### config.mk
export PLATFORM = sky130hd
export DESIGN_NAME = switch_matrix_cfg_loader_flat
export DESIGN_NICKNAME = d
export VERILOG_FILES = /design/src/rtl/switch_matrix_cfg_loader_if.sv /design/src/rtl/switch_matrix_cfg_loader.sv /design/src/flat_wrapper.sv
export SDC_FILE = /design/constraint.sdc
export NUM_CORES = 1
export LEC_CHECK = 0
export CAP_MARGIN = 15
export CELL_PAD_IN_SITES_DETAIL_PLACEMENT = 2
export CELL_PAD_IN_SITES_GLOBAL_PLACEMENT = 2
export CORE_UTILIZATION = 42
export DETAILED_ROUTE_END_ITERATION = 16
export PLACE_DENSITY_LB_ADDON = 0.1
export SKIP_LAST_GASP = 1
export SLEW_MARGIN = 40
export SYNTH_ARGS = -nofsm -noshare
export SYNTH_HDL_FRONTEND = slang
export SYNTH_SLANG_ARGS = --single-unit
### constraint.sdc
create_clock -name clk -period 8.9 [get_ports clk]
set_clock_uncertainty 0.05 [all_clocks]
set_input_delay 0.89 -clock clk [delete_from_list [all_inputs] [get_ports clk]]
set_output_delay 0.89 -clock clk [all_outputs]
set_load 0.005 [all_outputs]
### src/rtl/switch_matrix_cfg_loader_if.sv
// ---------------------------------------------------------------------------
// switch_matrix_cfg_loader_if
//   Bundles the serial configuration stream and the committed route bus of the
//   switch-matrix configuration loader.
//   master : configuration source (drives start/abort/valid/bit, observes status)
//   slave  : the loader itself
//   Signals:
//     cfg_start, cfg_abort       frame control from the source
//     cfg_valid, cfg_bit         serial data beat, qualified by cfg_ready
//     cfg_ready                  loader accepts a beat this cycle
//     cfg_bus                    committed flat route-select bus
//     cfg_busy, cfg_done, cfg_err, err_status, cfg_gen   loader status
// ---------------------------------------------------------------------------
interface switch_matrix_cfg_loader_if #(
  parameter int BUS_W = 108
) ();
  logic             cfg_start;
  logic             cfg_abort;
  logic             cfg_valid;
  logic             cfg_bit;
  logic             cfg_ready;
  logic [BUS_W-1:0] cfg_bus;
  logic             cfg_busy;
  logic             cfg_done;
  logic             cfg_err;
  logic [1:0]       err_status;
  logic [3:0]       cfg_gen;

  modport master (
    output cfg_start, cfg_abort, cfg_valid, cfg_bit,
    input  cfg_ready, cfg_bus, cfg_busy, cfg_done, cfg_err, err_status, cfg_gen
  );

  modport slave (
    input  cfg_start, cfg_abort, cfg_valid, cfg_bit,
    output cfg_ready, cfg_bus, cfg_busy, cfg_done, cfg_err, err_status, cfg_gen
  );
endinterface

### src/rtl/switch_matrix_cfg_loader.sv
// ---------------------------------------------------------------------------
// switch_matrix_cfg_loader
//   Hunts for a sync byte in a serial MSB-first stream, assembles 18 six-bit
//   route entries into a shadow store, verifies an XOR checksum and the side
//   codes, and only then commits the whole shadow store to cfg_bus at once.
//   A partial, aborted or corrupt frame never reaches cfg_bus.
//   Ports:
//     clk    rising-edge clock
//     rst_n  asynchronous active-low reset
//     cfg    loader side of switch_matrix_cfg_loader_if (stream in, bus/status out)
// ---------------------------------------------------------------------------
module switch_matrix_cfg_loader #(
  parameter int         N_TB    = 5,
  parameter int         N_LR    = 4,
  parameter int         ENTRY_W = 6,
  parameter logic [7:0] SYNC    = 8'hA5
) (
  input logic                     clk,
  input logic                     rst_n,
  switch_matrix_cfg_loader_if.slave cfg
);
  localparam int N_ENT = 2 * (N_TB + N_LR);
  localparam int BUS_W = N_ENT * ENTRY_W;
  localparam int CNT_W = $clog2(BUS_W + 1);
  localparam logic [CNT_W-1:0] LAST_BIT = CNT_W'(BUS_W - 1);
  localparam logic [2:0]       LAST_SUB = 3'(ENTRY_W - 1);

  typedef enum logic [2:0] {IDLE, HUNT, LOAD, CHECK, EVAL} state_t;

  // Side codes 5..7 do not name a matrix side.
  function automatic logic bad_side(input logic [2:0] side);
    bad_side = (side > 3'd4);
  endfunction

  state_t             state_r, state_s;
  logic [7:0]         win_r;
  logic [CNT_W-1:0]   bit_cnt_r;
  logic [2:0]         sub_cnt_r;
  logic [4:0]         ent_cnt_r;
  logic [ENTRY_W-2:0] ent_sr_r;
  logic [BUS_W-1:0]   shadow_r;
  logic [ENTRY_W-1:0] acc_r;
  logic               code_flag_r;
  logic [ENTRY_W-1:0] csum_r;
  logic [2:0]         csum_cnt_r;
  logic [BUS_W-1:0]   bus_r;
  logic [3:0]         gen_r;
  logic [1:0]         err_status_r;
  logic               done_r, err_r, ready_r, busy_r;

  logic               beat_s, clr_s, clr_err_s, commit_s, reject_s, pass_s;
  logic [ENTRY_W-1:0] ent_s;

  assign beat_s = cfg.cfg_valid & ready_r;
  // Completed entry: five bits already shifted in plus the current beat.
  assign ent_s  = {ent_sr_r, cfg.cfg_bit};
  assign pass_s = (csum_r == acc_r) && !code_flag_r;

  // State register.
  always_ff @(posedge clk or negedge rst_n) begin
    if (!rst_n) begin
      state_r <= IDLE;
    end else begin
      state_r <= state_s;
    end
  end

  // Next-state logic and one-cycle control strobes; abort overrides everything.
  always_comb begin
    state_s   = state_r;
    clr_s     = 1'b0;
    clr_err_s = 1'b0;
    commit_s  = 1'b0;
    reject_s  = 1'b0;
    if (cfg.cfg_abort) begin
      state_s = IDLE;
      clr_s   = 1'b1;
    end else begin
      case (state_r)
        IDLE: begin
          if (cfg.cfg_start) begin
            state_s   = HUNT;
            clr_s     = 1'b1;
            clr_err_s = 1'b1;
          end else begin
            state_s = IDLE;
          end
        end
        HUNT: begin
          if (beat_s && ({win_r[6:0], cfg.cfg_bit} == SYNC)) begin
            state_s = LOAD;
          end else begin
            state_s = HUNT;
          end
        end
        LOAD: begin
          if (beat_s && (bit_cnt_r == LAST_BIT)) begin
            state_s = CHECK;
          end else begin
            state_s = LOAD;
          end
        end
        CHECK: begin
          if (beat_s && (csum_cnt_r == LAST_SUB)) begin
            state_s = EVAL;
          end else begin
            state_s = CHECK;
          end
        end
        EVAL: begin
          state_s = IDLE;
          if (pass_s) begin
            commit_s = 1'b1;
          end else begin
            reject_s = 1'b1;
          end
        end
        default: begin
          state_s = IDLE;
        end
      endcase
    end
  end

  // Datapath: sync window, entry assembly, checksum capture, commit and status.
  always_ff @(posedge clk or negedge rst_n) begin
    if (!rst_n) begin
      win_r        <= 8'd0;
      bit_cnt_r    <= '0;
      sub_cnt_r    <= 3'd0;
      ent_cnt_r    <= 5'd0;
      ent_sr_r     <= '0;
      shadow_r     <= '0;
      acc_r        <= '0;
      code_flag_r  <= 1'b0;
      csum_r       <= '0;
      csum_cnt_r   <= 3'd0;
      bus_r        <= '0;
      gen_r        <= 4'd0;
      err_status_r <= 2'b00;
      done_r       <= 1'b0;
      err_r        <= 1'b0;
      ready_r      <= 1'b0;
      busy_r       <= 1'b0;
    end else begin
      done_r  <= commit_s;
      err_r   <= reject_s;
      ready_r <= (state_s == HUNT) || (state_s == LOAD) || (state_s == CHECK);
      busy_r  <= (state_s != IDLE);

      if (clr_s) begin
        win_r       <= 8'd0;
        bit_cnt_r   <= '0;
        sub_cnt_r   <= 3'd0;
        ent_cnt_r   <= 5'd0;
        ent_sr_r    <= '0;
        acc_r       <= '0;
        code_flag_r <= 1'b0;
        csum_r      <= '0;
        csum_cnt_r  <= 3'd0;
      end else if (beat_s) begin
        case (state_r)
          HUNT: begin
            win_r <= {win_r[6:0], cfg.cfg_bit};
          end
          LOAD: begin
            bit_cnt_r <= bit_cnt_r + 1'b1;
            ent_sr_r  <= ent_s[ENTRY_W-2:0];
            if (sub_cnt_r == LAST_SUB) begin
              shadow_r[ent_cnt_r * ENTRY_W +: ENTRY_W] <= ent_s;
              acc_r       <= acc_r ^ ent_s;
              code_flag_r <= code_flag_r | bad_side(ent_s[2:0]);
              sub_cnt_r   <= 3'd0;
              ent_cnt_r   <= ent_cnt_r + 1'b1;
            end else begin
              sub_cnt_r <= sub_cnt_r + 1'b1;
            end
          end
          CHECK: begin
            csum_r     <= {csum_r[ENTRY_W-2:0], cfg.cfg_bit};
            csum_cnt_r <= csum_cnt_r + 1'b1;
          end
          default: begin
          end
        endcase
      end else begin
      end

      if (commit_s) begin
        bus_r <= shadow_r;
        gen_r <= gen_r + 4'd1;
      end else begin
      end

      if (clr_err_s) begin
        err_status_r <= 2'b00;
      end else if (reject_s) begin
        err_status_r <= err_status_r | {code_flag_r, (csum_r != acc_r)};
      end else begin
      end
    end
  end

  assign cfg.cfg_ready  = ready_r;
  assign cfg.cfg_bus    = bus_r;
  assign cfg.cfg_busy   = busy_r;
  assign cfg.cfg_done   = done_r;
  assign cfg.cfg_err    = err_r;
  assign cfg.err_status = err_status_r;
  assign cfg.cfg_gen    = gen_r;
endmodule

### src/flat_wrapper.sv
// flat-port wrapper written by rule: the top's interface ports become plain ports
module switch_matrix_cfg_loader_flat 
#(
  parameter int         N_TB    = 5,
  parameter int         N_LR    = 4,
  parameter int         ENTRY_W = 6,
  parameter logic [7:0] SYNC    = 8'hA5
)
  (clk, rst_n, cfg_cfg_start, cfg_cfg_abort, cfg_cfg_valid, cfg_cfg_bit, cfg_cfg_ready, cfg_cfg_bus, cfg_cfg_busy, cfg_cfg_done, cfg_cfg_err, cfg_err_status, cfg_cfg_gen);
  switch_matrix_cfg_loader_if cfg_i ();
  input logic clk;
  input logic rst_n;
  input wire logic [$bits(cfg_i.cfg_start)-1:0] cfg_cfg_start;
  input wire logic [$bits(cfg_i.cfg_abort)-1:0] cfg_cfg_abort;
  input wire logic [$bits(cfg_i.cfg_valid)-1:0] cfg_cfg_valid;
  input wire logic [$bits(cfg_i.cfg_bit)-1:0] cfg_cfg_bit;
  output wire logic [$bits(cfg_i.cfg_ready)-1:0] cfg_cfg_ready;
  output wire logic [$bits(cfg_i.cfg_bus)-1:0] cfg_cfg_bus;
  output wire logic [$bits(cfg_i.cfg_busy)-1:0] cfg_cfg_busy;
  output wire logic [$bits(cfg_i.cfg_done)-1:0] cfg_cfg_done;
  output wire logic [$bits(cfg_i.cfg_err)-1:0] cfg_cfg_err;
  output wire logic [$bits(cfg_i.err_status)-1:0] cfg_err_status;
  output wire logic [$bits(cfg_i.cfg_gen)-1:0] cfg_cfg_gen;
  assign cfg_i.cfg_start = cfg_cfg_start;
  assign cfg_i.cfg_abort = cfg_cfg_abort;
  assign cfg_i.cfg_valid = cfg_cfg_valid;
  assign cfg_i.cfg_bit = cfg_cfg_bit;
  assign cfg_cfg_ready = cfg_i.cfg_ready;
  assign cfg_cfg_bus = cfg_i.cfg_bus;
  assign cfg_cfg_busy = cfg_i.cfg_busy;
  assign cfg_cfg_done = cfg_i.cfg_done;
  assign cfg_cfg_err = cfg_i.cfg_err;
  assign cfg_err_status = cfg_i.err_status;
  assign cfg_cfg_gen = cfg_i.cfg_gen;
  switch_matrix_cfg_loader #(.N_TB(N_TB), .N_LR(N_LR), .ENTRY_W(ENTRY_W), .SYNC(SYNC)) u_core (.clk(clk), .rst_n(rst_n), .cfg(cfg_i));
endmodule
==> flow_metrics.tcl, run 1 <==
set metrics [dict create \
    drc 0 \
    fmax_ghz 0.163 \
    syn_area_per_cell_um2 11.9 \
    antenna_left 0 \
    power.total_uw 2560 \
    status "finished, final reports clean" \
    fin_nets 1185 \
    cts_resized 0 \
    maxCapViolCount 0 \
    grt_pass1_wl_um 58200 \
    slew_headroom_pct 44.0 \
    worst-path-max-fanout 36 \
    drive_gt1_share_pct 25.9 \
    first_global_vias 9721 \
    rr_worst_depth 15 \
    numCtsBuffers 31 \
    r2r-end "u_core.shadow_r[78]" \
    drt-pass1-iter-count 4 \
    cts_setup_buffers 0 \
    ff2ff_setup_slack_ns 2.78 \
    fillers 2807 \
    die_w_um 175 \
    synth_area_um2 12500 \
    synthesis.nets 1069 \
    setup-violations-final 0 \
    cts_buffer_depth 3 \
    finish.utilization_pct 52.6 \
    antenna_found_initial 1 \
    tightestPinTransition_ns 0.837 \
    clockRootBuffer "clkbuf_16" \
    synth_area_leaders "dfrtp_1 54%, mux2_2 18%, nand2_1 3.2%" \
    yosys.area.top_type_share_pct 54.4 \
    cts_sinks 272 \
    hold_path_class "in2async" \
    critPathKind "reg2reg" \
    synth-async-reset-ratio_pct 100 \
    row_count 62 \
    synth_edf_count 0 \
    grt.busiest_layer "met2" \
    placed_cell_area_um2 14200 \
    overflow 0 \
    synth_ff_type "dfrtp_1" \
    num_vias 8790 \
    cts_hold_buf 0 \
    r2r_start "u_core.ent_cnt_r[0]" \
    synth_top_area_cell "dfrtp_1" \
    routed_via_density 5.58 \
    cp.arrival_ns 6.52 \
    cp-end-kind "flip-flop" \
    dieArea_um2 30500 \
    coreArea_um2 29000 \
    path_clk_slew_ns 0.06 \
    hold_viol 0 \
    n_antenna_cell 0 \
    power.static_leakage_uw 0.00691 \
    insertion_delay_ns 0.57 \
    synth-seq-cells 272 \
    dpl.hpwl_um 24900 \
    setup_tns_ns 0 \
    ioPinCount 124 \
    use_met1_pct 32.1 \
    met2_usage_pct 42.6 \
    irDropWorstVdd_mv 0.130 \
    drt-initial-drc-count 512 \
    wl_per_cell_um 23.2 \
    cts_tree "done" \
    grt_max_degree 106 \
    dieHeight_um 175 \
    finalInstanceArea_um2 15300 \
    use_met3_pct 3.50 \
    required_ns 9.30 \
    place.gp.congestion 0.858 \
    wl_um 36600 \
    drv_slew 0 \
    start_kind "flip-flop" \
    area_delta_synth_final_pct 22.0 \
    synthCells 1051 \
    period_minus_slack_ns 6.12 \
    min_period_over_period_pct 68.8 \
    synth_cell_types 73 \
    power_density_nw_per_um2 168 \
    htreeDepth 1 \
    yosysWarnings 0 \
    grt.total_usage_pct 24.6 \
    synth-seq-area-share_pct 54.4 \
    portBuffers 123 \
    rsz0062_at_grt "false" \
    start_util_pct 43.1 \
]
-- synth_stat cells (3+ instances only) --
cell and instances:
a22oi_1 7, a21o_1 3, or3_1 6, mux2_1 4, nand2b_1 9, nand4_1 10, buf_4 3, a21oi_1 33
mux2_2 200, nor2b_1 12, a32oi_1 3, xor2_1 18, inv_1 12, clkbuf_1 32, a32o_1 5, and2_1 6
nor3_1 21, o21ai_0 23, o22ai_1 3, buf_2 17, a31oi_1 3, mux2i_1 23, nor2_1 74, a22o_1 3
buf_1 6, xor2_2 3, nor4_1 3, xnor2_1 16, or2_2 6, ha_1 11, nand2_1 108, nand3_1 34
and3_1 8, dfrtp_1 272, a211oi_1 6
-- flip-flops by register name (all words and copies together) (netlist names) --
| register | count |
|---|---|
| u_core.shadow_r | 108 |
| u_core.acc_r | 6 |
| u_core.cfg.cfg_bus | 108 |
| u_core.csum_r | 6 |
| u_core.cfg.cfg_busy | 1 |
| u_core.cfg.cfg_gen | 4 |
| u_core.cfg.cfg_done | 1 |
| u_core.cfg.err_status | 2 |
| u_core.cfg.cfg_err | 1 |
| u_core.win_r | 7 |
| u_core.sub_cnt_r | 3 |
| u_core.code_flag_r | 1 |
| u_core.cfg.cfg_ready | 1 |
| u_core.ent_cnt_r | 5 |
| u_core.bit_cnt_r | 7 |
| u_core.ent_sr_r | 5 |
| u_core.state_r | 3 |
| u_core.csum_cnt_r | 3 |
-- power breakdown --
| part | total [uW] | switching [uW] | internal (uW) |
|---|---|---|---|
| Combinational | 46.4 | 36.1 | 10.3 |
| Sequential | 1240 | 1.65 | 1240 |
| Clock | 1280 | 519 | 759 |
-- cells by family after synthesis --
family,Yosys count,share of synthesized area [%]
flip-flops,272,54.4
adder cells (fa/ha/maj),12,1.26
AND/OR/NAND/NOR,317,12.4
XOR/XNOR,40,3.27
AO/OA/AOI/OAI,113,6.11
multiplexers,227,20.2
buffers and inverters,70,2.36
-- cell type report --
type | instances | area, um^2 | area share (%)
sequential | 272 | 6810 | 44.6
multi-input combinational | 709 | 5470 | 35.8
timing repair buffer | 141 | 1430 | 9.36
clock buffer | 39 | 846 | 5.54
tap | 384 | 480 | 3.15
clock inverter | 18 | 184 | 1.21
inverter | 12 | 45.0 | 0.295
-- how the worst max path moves through the flow --
| stage | from | end | slack (ns) | cells after the start |
|---|---|---|---|---|
| 6_report | u_core.ent_cnt_r[0] | u_core.shadow_r[78] | 2.78 | 15 |
| 5_1_grt | u_core.ent_cnt_r[0] | u_core.shadow_r[78] | 2.36 | 15 |
| 4_1_cts | u_core.ent_cnt_r[0] | u_core.shadow_r[78] | 2.85 | 15 |
| 3_5_place_dp | u_core.ent_cnt_r[0] | u_core.shadow_r[78] | 3.06 | 15 |
| 3_3_place_gp | u_core.ent_cnt_r[0] | u_core.shadow_r[76] | 3.58 | 16 |
| 2_1_floorplan | u_core.ent_cnt_r[1] | u_core.shadow_r[96] | 4.83 | 17 |
-- layout by cell type (no fill, tap or decap), drive strengths merged, types with 11 or more instances in the layout --
cell type / Yosys / final
a21oi: 33 / 33
buf: 26 / 19
clkbuf: 32 / 39
clkdlybuf4s50: 0 / 122
dfrtp: 272 / 272
ha: 11 / 11
inv: 12 / 14
mux2: 204 / 204
mux2i: 23 / 23
nand2: 109 / 109
nand3: 34 / 34
nor2: 74 / 74
nor2b: 12 / 12
nor3: 23 / 23
o21ai: 25 / 25
xnor2: 17 / 17
xor2: 21 / 21
-- stage by stage --
| step | hold WS, ns | cells | setup slack, ns |
|---|---|---|---|
| floorplan | 0.394 | 1051 | 4.83 |
| global placement | 0.411 | 1516 | 3.58 |
| detailed placement | 0.414 | 1517 | 3.06 |
| CTS | 0.344 | 1574 | 2.85 |
| global route | 0.151 | 1575 | 2.36 |
| finish | 0.147 | 1575 | 2.78 |
-- metal layers --
layer,wire (um),up-vias
met5,0,-
met4,969,0
met3,1510,64
met2,18200,188
met1,15900,4601
li1,-,3937
-- worst max-delay path, stage by stage, from the launching register on --
cell and delay [ns]:
dfrtp_1 0.32, buf_4 0.38, ha_1 0.35, fa_1 0.61, nor2b_1 0.42, nand2_1 0.29
nor3_2 0.45, nor2b_1 0.20, ha_1 0.39, nor3b_1 0.32, nand2_1 0.28, nor2b_1 0.52
buf_4 0.31, and2_1 0.56, nand2_1 0.22, mux2_2 0.33
No activity file was read; power rests on OpenSTA's default activity.
==> inputs of run 2 (changes only) <==
--- a/config.mk
+++ b/config.mk
@@ -8,7 +8,7 @@
 export CAP_MARGIN = 15
 export CELL_PAD_IN_SITES_DETAIL_PLACEMENT = 2
 export CELL_PAD_IN_SITES_GLOBAL_PLACEMENT = 2
-export CORE_UTILIZATION = 42
+export CORE_UTILIZATION = 35
 export DETAILED_ROUTE_END_ITERATION = 16
 export PLACE_DENSITY_LB_ADDON = 0.1
 export SKIP_LAST_GASP = 1
==> constraint.sdc (replaced) <==
create_clock -name clk -period 5.5 [get_ports clk]
set_clock_uncertainty 0.05 [all_clocks]
set_input_delay 0.55 -clock clk [delete_from_list [all_inputs] [get_ports clk]]
set_output_delay 0.55 -clock clk [all_outputs]
set_load 0.005 [all_outputs]
==> flow_metrics.tcl, run 2 (synthesis gave the netlist of run 1 again) <==
set metrics [dict create \
    grt.total_usage_pct 19.8 \
    hold_path_class "reg2reg" \
    n_antenna_cell 0 \
    antenna_found_initial 0 \
    rsz0062_at_grt "false" \
    drive_gt1_share_pct 25.6 \
    power.static_leakage_uw 0.00693 \
    cp-end-kind "flip-flop" \
    rr_worst_depth 14 \
    insertion_delay_ns 0.56 \
    dieHeight_um 191 \
    first_global_vias 9348 \
    critPathKind "reg2reg" \
    worstPathCellList "ha_1, fa_1, nor2b_1, nand2_1, nor3_2, nor2b_1, ha_1, nor3b_1, nand2_1, nor2b_1, buf_4, and2_1, nand2_1, mux2_2" \
    power_density_nw_per_um2 268 \
    finalInstanceArea_um2 15300 \
    maxCapViolCount 0 \
    dieArea_um2 36500 \
    num_vias 8688 \
    dpl.hpwl_um 24800 \
    antenna_left 0 \
    drt-initial-drc-count 315 \
    cp_slowest_cell "and2_1" \
    crit_path_end "u_core.shadow_r[76]" \
    ioPinCount 124 \
    grt_max_degree 122 \
    cp.arrival_ns 5.22 \
    layout_commonest_cell "dfrtp_1" \
    cts_tree "done" \
    grt_pass1_wl_um 56100 \
    ff2ff_setup_slack_ns 0.67 \
    numCtsBuffers 31 \
    start_kind "flip-flop" \
    drt-pass1-iter-count 4 \
    setup_tns_ns 0 \
    place.gp.congestion 0.868 \
    coreArea_um2 34900 \
    r2r_start "u_core.ent_cnt_r[1]" \
    r2r-end "u_core.shadow_r[76]" \
    clockRootBuffer "clkbuf_16" \
    row_count 68 \
    cts_buffer_depth 3 \
    irDropWorstVdd_mv 0.215 \
    cts_sinks 272 \
    min_period_over_period_pct 87.9 \
    slew_headroom_pct 42.7 \
    wl_um 35400 \
    fmax_ghz 0.207 \
    htreeDepth 1 \
    path_clk_slew_ns 0.06 \
    startpoint "u_core.ent_cnt_r[1]" \
    period_minus_slack_ns 4.83 \
    tightestPinTransition_ns 0.855 \
    layout_common_cells "272 x dfrtp_1, 200 x mux2_2, 122 x clkdlybuf4s50_1" \
    dp.cells 1596 \
    required_ns 5.89 \
    stdcell_count 1652 \
    overflow 0 \
    max_stage_delay_ns 0.54 \
    fillers 3551 \
    drc 0 \
    wl_per_cell_um 21.4 \
    die_w_um 191 \
    hold_viol 0 \
    status "finished, final reports clean" \
    worst-path-max-fanout 19 \
    cts_setup_buffers 0 \
    setup-violations-final 0 \
    start_util_pct 35.9 \
    fin_nets 1194 \
    routed_via_density 5.26 \
    placed_cell_area_um2 14300 \
    portBuffers 123 \
    area_delta_synth_final_pct 22.7 \
    drv_slew 0 \
]
[run 2: changes by cell type in the layout (fill, tap and decap cells not counted), moves of 2 or more]
cell        before  now
buf_4           14   22
clkbuf_1         4    8
clkbuf_8         4    7
clkinv_2         9    5
clkinvlp_4       3    1
inv_6            2    0
[run 2: power by group]
part | switching (uW) | internal (uW) | leakage [uW]
clock | 816 | 1210 | 0.000490
sequential | 2.68 | 2000 | 0.00377
combinational | 59.8 | 15.6 | 0.00266
[run 2: critical path, delay by kind of cell (launching register included)]
family                   cells  cell delay (ns)
AND/OR/NAND/NOR              9             2.53
adder cells (fa/ha/maj)      3             1.11
flip-flops                   1             0.44
multiplexers                 1             0.31
buffers and inverters        1             0.26
[run 2: worst min path at each step]
stage	start	endpoint	depth (start not counted)
floorplan	rst_n	u_core.acc_r[0]	0
global placement	u_core.shadow_r[31]	u_core.shadow_r[31]	2
detailed placement	u_core.cfg.cfg_gen[3]	u_core.cfg.cfg_gen[3]	1
CTS	rst_n	u_core.cfg.cfg_gen[3]	2
global route	rst_n	u_core.cfg.cfg_gen[3]	2
finish	u_core.cfg.cfg_gen[3]	u_core.cfg.cfg_gen[3]	1
[run 2: area by class of cell]
type                            count  area [um^2]  area share, %
Timing Repair Buffer              150         1480           9.67
Clock inverter                      8         92.6          0.603
Tap cell                          455          569           3.71
Sequential cell                   272         6810           44.3
Inverter                           12         45.0          0.293
Multi-Input combinational cell    709         5450           35.5
Clock buffer                       46          902           5.88
[run 2: timing repair]
| item | in CTS | in global routing |
|---|---|---|
| gates resized for setup | 0 | 0 |
| hold endpoints to repair | 43 | 0 |
| hold buffers | 1 | 0 |
[run 2: routing by layer]
| layer | vias to the layer above | track usage, % | routed length (um) |
|---|---|---|---|
| met3 | 54 | 2.81 | 1170 |
| met4 | 0 | 5.31 | 963 |
| met5 | - | 0 | 0 |
| li1 | 3954 | - | - |
| met2 | 146 | 31.8 | 16200 |
| met1 | 4534 | 28.0 | 17000 |
[run 2: stage by stage]
stage               total power [uW]  setup WS [ns]  hold slack, ns  utilization [%]
floorplan                       2060           1.43           0.204                -
global placement                2120          0.876           0.411             40.9
detailed placement              2120          0.693           0.423             41.1
CTS                             4190          0.669           0.432             44.0
global route                    4260          0.208           0.451             44.0
finish                          4110          0.666           0.425             44.0
